## src/rtl/mux_sel_pipe.sv

```systemverilog
// rtl/mux_sel_pipe.sv - NUM_IN:1 select mux with registered 2-entry skid output stage (optional MUX_SEL_CHECK_EN)
module mux_sel_pipe #(
    parameter int WIDTH  = 5,
    parameter int NUM_IN = 4,
    parameter int SEL_W  = 2
) (
    input  logic                    clk,
    input  logic                    rst_n,
    input  logic                    in_valid,
    output logic                    in_ready,
    input  logic [SEL_W-1:0]        sel,
    input  logic [NUM_IN*WIDTH-1:0] din,
    input  logic                    flush,
    output logic                    out_valid,
    input  logic                    out_ready,
    output logic [WIDTH-1:0]        dout,
    output logic [1:0]              occ,
    output logic                    sel_err
);

    typedef enum logic [1:0] {
        EMPTY = 2'd0,
        ONE   = 2'd1,
        TWO   = 2'd2
    } state_t;

    state_t           state;
    state_t           state_nxt;
    logic [WIDTH-1:0] main_q;
    logic [WIDTH-1:0] skid_q;
    logic [WIDTH-1:0] m;
    logic [31:0]      sel_ext;
    logic             accept;
    logic             pop;
    logic             load_main_in;
    logic             load_main_skid;
    logic             load_skid;

    assign sel_ext   = 32'(sel);
    assign out_valid = (state != EMPTY);
    assign in_ready  = (state != TWO);
    assign occ       = state;
    assign dout      = main_q;
    assign accept    = in_valid & in_ready;
    assign pop       = out_valid & out_ready;

    // Mux: out-of-range selects fall through to the all-zero default
    always_comb begin
        m = '0;
        for (int k = 0; k < NUM_IN; k++) begin
            if (sel_ext == 32'(k)) begin
                m = din[k*WIDTH +: WIDTH];
            end
        end
    end

    // Next-state and register load decode; flush overrides accept and pop
    always_comb begin
        state_nxt      = state;
        load_main_in   = 1'b0;
        load_main_skid = 1'b0;
        load_skid      = 1'b0;
        if (flush) begin
            state_nxt = EMPTY;
        end else begin
            case (state)
                EMPTY: begin
                    if (accept) begin
                        state_nxt    = ONE;
                        load_main_in = 1'b1;
                    end
                end
                ONE: begin
                    if (accept && pop) begin
                        load_main_in = 1'b1;
                    end else if (accept) begin
                        state_nxt = TWO;
                        load_skid = 1'b1;
                    end else if (pop) begin
                        state_nxt = EMPTY;
                    end
                end
                TWO: begin
                    if (pop) begin
                        state_nxt      = ONE;
                        load_main_skid = 1'b1;
                    end
                end
                default: begin
                    state_nxt = EMPTY;
                end
            endcase
        end
    end

    // Occupancy state register
    always_ff @(posedge clk or negedge rst_n) begin
        if (!rst_n) begin
            state <= EMPTY;
        end else begin
            state <= state_nxt;
        end
    end

    // Data registers: main drives dout, skid holds the younger word
    always_ff @(posedge clk or negedge rst_n) begin
        if (!rst_n) begin
            main_q <= '0;
            skid_q <= '0;
        end else begin
            if (load_main_in) begin
                main_q <= m;
            end else if (load_main_skid) begin
                main_q <= skid_q;
            end
            if (load_skid) begin
                skid_q <= m;
            end
        end
    end

`ifdef MUX_SEL_CHECK_EN
    logic sel_oor;
    logic sel_err_q;

    assign sel_oor = (sel_ext >= 32'(NUM_IN));
    assign sel_err = sel_err_q;

    // One-cycle pulse for an out-of-range select that is actually enqueued
    always_ff @(posedge clk or negedge rst_n) begin
        if (!rst_n) begin
            sel_err_q <= 1'b0;
        end else begin
            sel_err_q <= accept & ~flush & sel_oor;
        end
    end
`else
    assign sel_err = 1'b0;
`endif

endmodule

```

## config.mk

```make
export PLATFORM = sky130hd
export DESIGN_NAME = mux_sel_pipe
export DESIGN_NICKNAME = d
export VERILOG_FILES = /design/src/rtl/mux_sel_pipe.sv
export SDC_FILE = /design/constraint.sdc
export NUM_CORES = 1
export LEC_CHECK = 0
export BUFFER_PORTS_ARGS = -buffer_cell sky130_fd_sc_hd__buf_2
export CORE_MARGIN = 2
export CORE_UTILIZATION = 25
export DETAILED_ROUTE_END_ITERATION = 16
export MAX_ROUTING_LAYER = met4
export PLACE_DENSITY = 0.46
export SLEW_MARGIN = 15
export SYNTH_ARGS = -nofsm -noshare
export SYNTH_HDL_FRONTEND = slang
export SYNTH_SLANG_ARGS = --single-unit
```

## constraint.sdc

```tcl
create_clock -name clk -period 2.3 [get_ports clk]
set_input_delay 0 -clock clk [delete_from_list [all_inputs] [get_ports clk]]
set_output_delay 0 -clock clk [all_outputs]
set_load 0.03 [all_outputs]
```

### Word-level counts from Yosys, hierarchy flattened

Index checks and enable logic that the tools add are counted.

| storage, ports and cells | value |
|---|---|
| output and inout bits | 10 |
| logic and storage cells | 44 |
| bits of input ports | 27 |
| register bits | 12 |

| cells by class | value |
|---|---|
| bitwise operators | 2 |
| reduce and logical (&&, ||, !) cells | 6 |
| mux-type cells | 23 |
| eq/ne operators | 10 |

Operators by type and width:

| cell | count |
|---|---|
| zero test 32 bit | 1 |
| 2-to-1 mux 5 bit | 6 |
| 2-to-1 mux 2 bit | 6 |
| 2-to-1 mux 1 bit | 9 |
| inequality test 3 bit (second input constant) | 3 |
| == test 2 bit (second input constant) | 3 |
| one-hot mux 2 bit (3 select lines) | 1 |
| == test 2 x 1 -> 1 bit (second input constant) | 2 |
| inequality test 4 bit (second input constant) | 1 |
| AND reduction 4 bit | 1 |
| nonzero test 2 bit | 2 |
| bitwise AND 1 bit | 2 |
| zero test 2 bit | 1 |
| inequality test 2 bit (second input constant) | 1 |
| one-hot mux 1 bit (2 select lines) | 1 |
| logical AND 1 bit | 1 |

### Logic depth before layout (Yosys ltp)

Gate-level depths: netlist of the first run.

| depth | value |
|---|---|
| depth in word-level cells | 7 |
| mapped depth | 4 |
| depth with buffers taken out | 3 |

### Worst setup path before layout of the first run

No wires, ideal clock.

| timing | value |
|---|---|
| path type | flip-flop to flip-flop |
| start | register state[0] (netlist: occ[0]) |
| end | register main_q[0] (netlist: dout[0]) |
| setup slack | 0.679 ns |
| stages on the path, launching flop included | 4 |
| setup time | 0.125 ns |
| required time | 2.175 ns |
| clock period less this slack | 1.621 ns |
| arrival | 1.496 ns |
| buffers on the path | 0 |
| cell sequence | dfrtp_1 and4bb_2 mux2_2 mux2_4 |

| on the way | value |
|---|---|
| cells in the longest elaborated chain, start to end | 7 |
| elaborated cells between the ends (all ways) | 17 |
| classes of those cells | eq/ne (3); mux (8); bitwise (2); reduce/logical (4) |

Ends and longest elaborated chain:

| what | RTL line | source |
|---|---|---|
| start: declaration | 27 | `state_t state;` |
| start signal: assignment | 101 | `state <= state_nxt;` |
| inequality test 2 bit / nonzero test 2 bit (equally long branches) | 41, 40 |  |
| bitwise AND 1 bit (on tied branches) | 44, 45 |  |
| logical AND 1 bit | 74 | `if (accept && pop) begin` |
| 2-to-1 mux 1 bit | 74 |  |
| one-hot mux 1 bit (2 select lines) | 66 | `case (state)` |
| 2-to-1 mux 1 bit | 63 | `if (flush) begin` |
| 2-to-1 mux 5 bit / nonzero test 2 bit (equally long branches) | - |  |
| end signal: assignment | 112 | `main_q <= m;` |
| end signal: assignment | 114 | `main_q <= skid_q;` |
| end: declaration | 29 | `logic [WIDTH-1:0] main_q;` |

Several ways; a longest one is shown, not always the timed one.
A chain may end at the register's enable or synchronous reset.

### Worst setup path in the final report of the first run

| timing | value |
|---|---|
| start | register state[0] (netlist: occ[0]) |
| end | register main_q[4] (netlist: dout[4]) |

The elaborated chain is that of the path after synthesis.

==> results of run 1 <==
[cell usage in the layout, fill, tap and decap left out]
cell,instances
a211oi_1,1
nand2_1,2
buf_2,35
mux4_2,5
a21oi_1,2
or3b_2,1
dlygate4sd3_1,3
mux2_4,5
nand2b_1,1
conb_1,1
clkbuf_8,1
or3_1,1
or2_2,1
and4bb_2,1
o21ba_2,1
dfrtp_1,12
mux2_2,10
nor2b_1,1
clkbuf_4,3
nor3b_2,1
nand3b_1,1
nand2b_4,1
[report_power, final]
group | internal (mW) | switching, mW | total (mW)
clock network | 0.0961 | 0.0715 | 0.168
registers | 0.264 | 0.0267 | 0.291
logic | 0.127 | 0.112 | 0.239
[worst max-delay path by stage]
stage | depth (start not counted) | to
5_1_grt | 3 | skid_q[4]$_DFFE_PN0P_
6_report | 3 | dout[4]$_DFFE_PN0P_
4_1_cts | 3 | skid_q[4]$_DFFE_PN0P_
3_3_place_gp | 3 | dout[0]$_DFFE_PN0P_
3_5_place_dp | 3 | dout[4]$_DFFE_PN0P_
2_1_floorplan | 3 | dout[0]$_DFFE_PN0P_
[registers in the layout (all words and copies together), names as in the netlist]
name / flops
skid_q: 5
occ: 2
dout: 5
[layout make-up]
cell class | instances | area [sq um] | share of cell area (%)
Multi-Input combinational cell | 36 | 419.2 | 41.93
Sequential cell | 12 | 300.3 | 30.04
Timing Repair Buffer | 38 | 205.2 | 20.53
Tap cell | 31 | 38.79 | 3.880
Clock buffer | 4 | 36.28 | 3.630
[metal layers]
layer / up-vias / wire length (microns)
met3: 2 / 139
met1: 265 / 695
li1: 271 / -
met4: 0 / 8
met5: - / 0
met2: 33 / 674
[cell usage after synthesis, drive strengths merged]
library cell / n / area share [%]
a211oi: 1 / 1.0
a21oi: 2 / 1.3
and4bb: 1 / 1.7
buf: 3 / 3.2
conb: 1 / 0.50
dfrtp: 12 / 40
mux2: 15 / 25
mux4: 5 / 15
nand2: 2 / 1.0
nand2b: 2 / 2.7
nand3b: 1 / 1.0
nor2b: 1 / 0.84
nor3b: 1 / 1.7
o21ba: 1 / 1.3
or2: 1 / 0.84
or3: 1 / 0.84
or3b: 1 / 1.2
[stage by stage]
stage                     utilization (%)  total power [mW]  setup slack (ps)
after floorplan                         -            0.4642             679.3
after global placement              33.56            0.5303             718.8
after detailed placement            33.56            0.5348             717.2
after CTS                           35.94            0.7108             692.7
after global routing                35.94            0.7375             630.4
final                               35.94            0.6970             718.9
[cells by family after synthesis]
family / count (synthesis)
compound gates: 4
mux: 20
buf+inv: 3
simple gates: 11
flops: 12
other cells: 1
[worst max-delay path, cell delays in order, from the launching register on]
cell and delay [ps]:
dfrtp_1 450, and4bb_2 410, mux2_2 350, mux2_4 250
==> run summary, run 1 <==
Status - finished clean
Total wire length - 1.518 mm
Tightest Hold Check Type - input pin to async pin
# port buffers - 35
Final Hold Viols - 0
Post-DR wirelength/cell - 12.55 microns
Worst Setup SP - occ[0]$_DFFE_PN0P_
Post-detail-place hpwl - 1.212 mm
Sum Neg Setup Slack - 0 ps
TritonCTS clock tree - yes
Worst VDD drop - 0.3191 mV
Final non-filler cell total - 121
GPL Wtd Cong - 0.7796
Ports - 37
Antenna Cells - 0
Max_cap viols - 0
Cell Rows - 19
Compound-Gate Fraction of Synth Area - 3.704%
Antenna Nets Post-Route - 0
Unrepaired setup endpoints after global routing - no
Vias per cell - 4.719
Share of cells above drive strength 1 - 72.22%
Die span in y - 58.53 microns
Area grow syn2layout - 34.51%
TritonCTS Buffers - 3
Fin nets - 118
Clk Latency, worst-skew pair - 270 ps
Final Instance Area - 999.7 sq um
Die area - 3425 sq um
Worst Hold Slack - 142.5 ps
Number of global-route vias before repair - 579
Fill count - 281
Initial Util - 26.72%
Post-synthesis cell area - 743.2 sq um
Tmin final - 1581 ps
Adder-Cell Fraction of Synth Area - 0%
Worst endpoint data arrival time - 1740 ps
DRT Pass-1 Iters - 3
Distinct cells, synth - 21
Placed cells - 114
Met1 GRT Util - 13.39%
Post-synthesis simple-gate area fraction - 11.78%
GRT overflow - 0
Post-synthesis xor/xnor area fraction - 0%
Post-CTS Resized - 0
Tot GR Track Use - 10.35%
Fmax - 0.6325 GHz
Post-synthesis mux area share - 40.40%
Kind of critical path - flip-flop to flip-flop
Main combinational cell family by area after synthesis - multiplexers
Layer with the highest usage - met2
Root Driver - clkbuf_4
YS warnings - 0
Final setup vio count - 0
Initial antenna violation count - 0
Register area share after synthesis - 40.40%
Total number of H-tree levels - 1
R2R Path Start - occ[0]$_DFFE_PN0P_
Worst R2R Path Depth - 3
Hold buffers post-CTS - 3
Sink Count - 12
Yosys reg bits - 12
Skew final - 3.880 ps
Worst setup EP type - flip-flop
Largest net degree at the start of global routing - 13
Final slew viol count - 0
Reg clk slew, reported paths - 80 ps
Cell Pwr Density - 697.2 nW/um^2
Via count - 571
Die X - 58.53 microns
Syn nets - 78
Core Box Area - 2781 sq um
Mean Syn Cell Area - 14.57 sq um
Crit start category - flip-flop
Leak - 0.4743 nW
Met2 usage - 15.57%
Crit-path max FO - 8
R2R setup slack - 720 ps
Met3 usage - 1.978%
Maximum root-to-sink buffer count - 2
DRT iter0 DRCs - 21
Placed Area - 933.4 sq um
R2r endpoint - dout[4]$_DFFE_PN0P_
Post-Syn Instances - 51
Post-CTS setup buffers - 0
Post-route DRC - 0
First-pass GRT wire length - 2.573 mm
Critical Path RT - 2460 ps
Period utilization - 68.74%
No activity file was read; power rests on OpenSTA's default activity.
==> inputs of run 2 (changes only) <==
==> constraint.sdc (replaced) <==
create_clock -name clk -period 1.5 [get_ports clk]
set_input_delay 0 -clock clk [delete_from_list [all_inputs] [get_ports clk]]
set_output_delay 0 -clock clk [all_outputs]
set_load 0.03 [all_outputs]
==> run 2 against run 1 <==
Power increased by 53%. Die area unchanged. Critical endpoint unchanged. Critical path depth unchanged. Design area increased by 4.6%. Critical path type unchanged. Sequential power increased by 55%. Clock power increased by 23%. Largest cell class unchanged. Non-clock buffer count increased by 3. Final cell count increased by 2.5%.
==> run summary, run 2 (synthesis gave the netlist of run 1 again) <==
Status - finished clean
Final Hold Viols - 0 (unchanged)
Post-detail-place hpwl - 1.328 mm (+9.6%)
Worst R2R Path Depth - 3 (unchanged)
Slowest cell on the critical path - dfrtp_2
Critical Path RT - 1650 ps (-810 ps)
CP max stage delay - 410 ps (-40 ps)
DRT Pass-1 Iters - 4 (+1)
Gate power share - 38.2% (+3.9 points)
Clk pwr share - 19.5% (-4.5 points)
Post-route DRC - 0 (unchanged)
Final Instance Area - 1046 sq um (+4.6%)
Most frequent cells in the layout - buf_2 (35), mux2_4 (10), dfrtp_1 (10)
Critical path, cell by cell - and4bb_4 -> mux2_2 -> mux2_4
Crit-path max FO - 5 (-3)
Tightest Hold Check Type - input pin to flip-flop
Total number of H-tree levels - 1 (unchanged)
Number of global-route vias before repair - 608 (+5.0%)
Fill count - 297 (+5.7%)
Worst setup EP type - flip-flop
Skew final - 9.411 ps (+5.531 ps)
Switching fraction of total power - 30.87% (+0.72 points)
Placed cells - 118 (+3.5%)
Fmax - 0.6795 GHz (+7.4%)
GPL Wtd Cong - 0.7177 (-7.9%)
TritonCTS clock tree - yes
Antenna Cells - 0 (unchanged)
Reg clk slew, reported paths - 80 ps (about the same)
Final non-filler cell total - 124 (+2.5%)
DRT iter0 DRCs - 39 (+86%)
Worst VDD drop - 0.4395 mV (+38%)
Max_cap viols - 0 (unchanged)
Maximum root-to-sink buffer count - 2 (unchanged)
Via count - 592 (+3.7%)
Vias per cell - 4.774 (+1.2%)
Final setup vio count - 0 (unchanged)
GRT overflow - 0 (unchanged)
Kind of critical path - flip-flop to flip-flop
Leak - 0.4950 nW (+4.3%)
Crit start category - flip-flop
Root Driver - clkbuf_4
P_int - 0.7354 mW (+51%)
Die span in y - 58.53 microns (unchanged)
Ports - 37 (unchanged)
# port buffers - 35 (unchanged)
Tmin final - 1472 ps (-109.5 ps)
WHS Path Cells - 3
Reg power frac - 42.3% (+0.6 points)
Area grow syn2layout - 40.74%
Commonest non-fill, non-tap cell in the layout - buf_2
Initial antenna violation count - 0 (unchanged)
Die area - 3425 sq um (unchanged)
Period utilization - 98.10% (+29 points)
Sink Count - 12 (unchanged)
Fin nets - 121 (+2.5%)
Cell Pwr Density - 1017 nW/um^2 (+46%)
Placed Area - 965.9 sq um (+3.5%)
Tot GR Track Use - 11.01% (+0.65 points)
Clk Latency, worst-skew pair - 270 ps (about the same)
Total wire length - 1.633 mm (+7.6%)
Post-CTS setup buffers - 0 (unchanged)
Sum Neg Setup Slack - 0 ps (unchanged)
Die X - 58.53 microns (unchanged)
Worst Hold Slack - 38.57 ps (-103.9 ps)
P_sw - 0.3284 mW (+56%)
Largest net degree at the start of global routing - 13 (unchanged)
Cell Rows - 19 (unchanged)
Worst endpoint data arrival time - 1620 ps (-120 ps)
Antenna Nets Post-Route - 0 (unchanged)
TritonCTS Buffers - 3 (unchanged)
Core Box Area - 2781 sq um (unchanged)
Share of cells above drive strength 1 - 75.27% (+3.0 points)
First-pass GRT wire length - 2.760 mm (+7.3%)
Initial Util - 26.72% (unchanged)
Final slew viol count - 0 (unchanged)
Post-DR wirelength/cell - 13.17 microns (+5.0%)
Overall power - 1.064 mW (+53%)
Unrepaired setup endpoints after global routing - yes
[run 2: cell count changes in the layout (fill, tap and decap cells not counted), moves of 2 or more]
cell     before  now
buf_4         0    2
dfrtp_1      12   10
dfrtp_2       0    2
mux2_2       10    5
mux2_4        5   10
[run 2: per-stage QoR]
stage	worst slack [ps]	utilization [%]
finish	28.44	37.61
global route	-22.86	37.61
CTS	4.438	37.07
detailed placement	-7.432	34.73
global placement	7.518	34.73
floorplan	-67.40	-
[run 2: area by class of cell]
type                       count  area [sq um]  share of cell area, %
sequential                    12         302.8                  28.95
tap                           31         38.79                  3.708
multi-input combinational     36         446.7                  42.70
timing repair buffer          41         231.5                  22.13
clock buffer                   4         26.28                  2.512
[run 2: metal layers]
| metal | track usage [%] | up-vias | share of wire [%] | wire length [microns] |
|---|---|---|---|---|
| met5 | - | - | 0 | 0 |
| met4 | 5.980 | 0 | 2.2 | 36 |
| met3 | 1.319 | 4 | 7.6 | 124 |
| met2 | 16.37 | 35 | 45 | 739 |
| met1 | 14.58 | 279 | 45 | 733 |
| li1 | - | 274 | - | - |
[run 2: power groups by stage]
stage               sequential, mW  clock, mW  combinational (mW)
floorplan                    0.520          0               0.192
global placement             0.455          0               0.373
detailed placement           0.455          0               0.377
CTS                          0.450      0.214               0.386
global route                 0.464      0.227               0.440
finish                       0.450      0.207               0.407
[run 2: worst paths after layout]
path / slack (ps) / endpoint / startpoint
setup / recovery: 30 / dout[4]$_DFFE_PN0P_ / occ[0]$_DFFE_PN0P_
hold / removal: 40 / occ[1]$_DFFE_PN0P_ / in_valid
setup reg to reg: 30 / dout[4]$_DFFE_PN0P_ / occ[0]$_DFFE_PN0P_
hold reg to reg: 510 / skid_q[1]$_DFFE_PN0P_ / skid_q[1]$_DFFE_PN0P_
max in group asynchronous: 1120 / occ[0]$_DFFE_PN0P_ / rst_n
min in group asynchronous: 150 / occ[1]$_DFFE_PN0P_ / rst_n
[run 2: critical path: cells and delay by family, from the launching register on]
| kind | cells | cell delay, ps |
|---|---|---|
| multiplexers | 2 | 590 |
| flip-flops | 1 | 410 |
| AND/OR/NAND/NOR | 1 | 350 |
[run 2: timing repair]
item	in CTS	in global routing
hold buffers	3	0
setup endpoints to repair	5	10
hold endpoints to repair	13	0
resized for setup	2	6
pin swaps	1	1
gates cloned	0	0
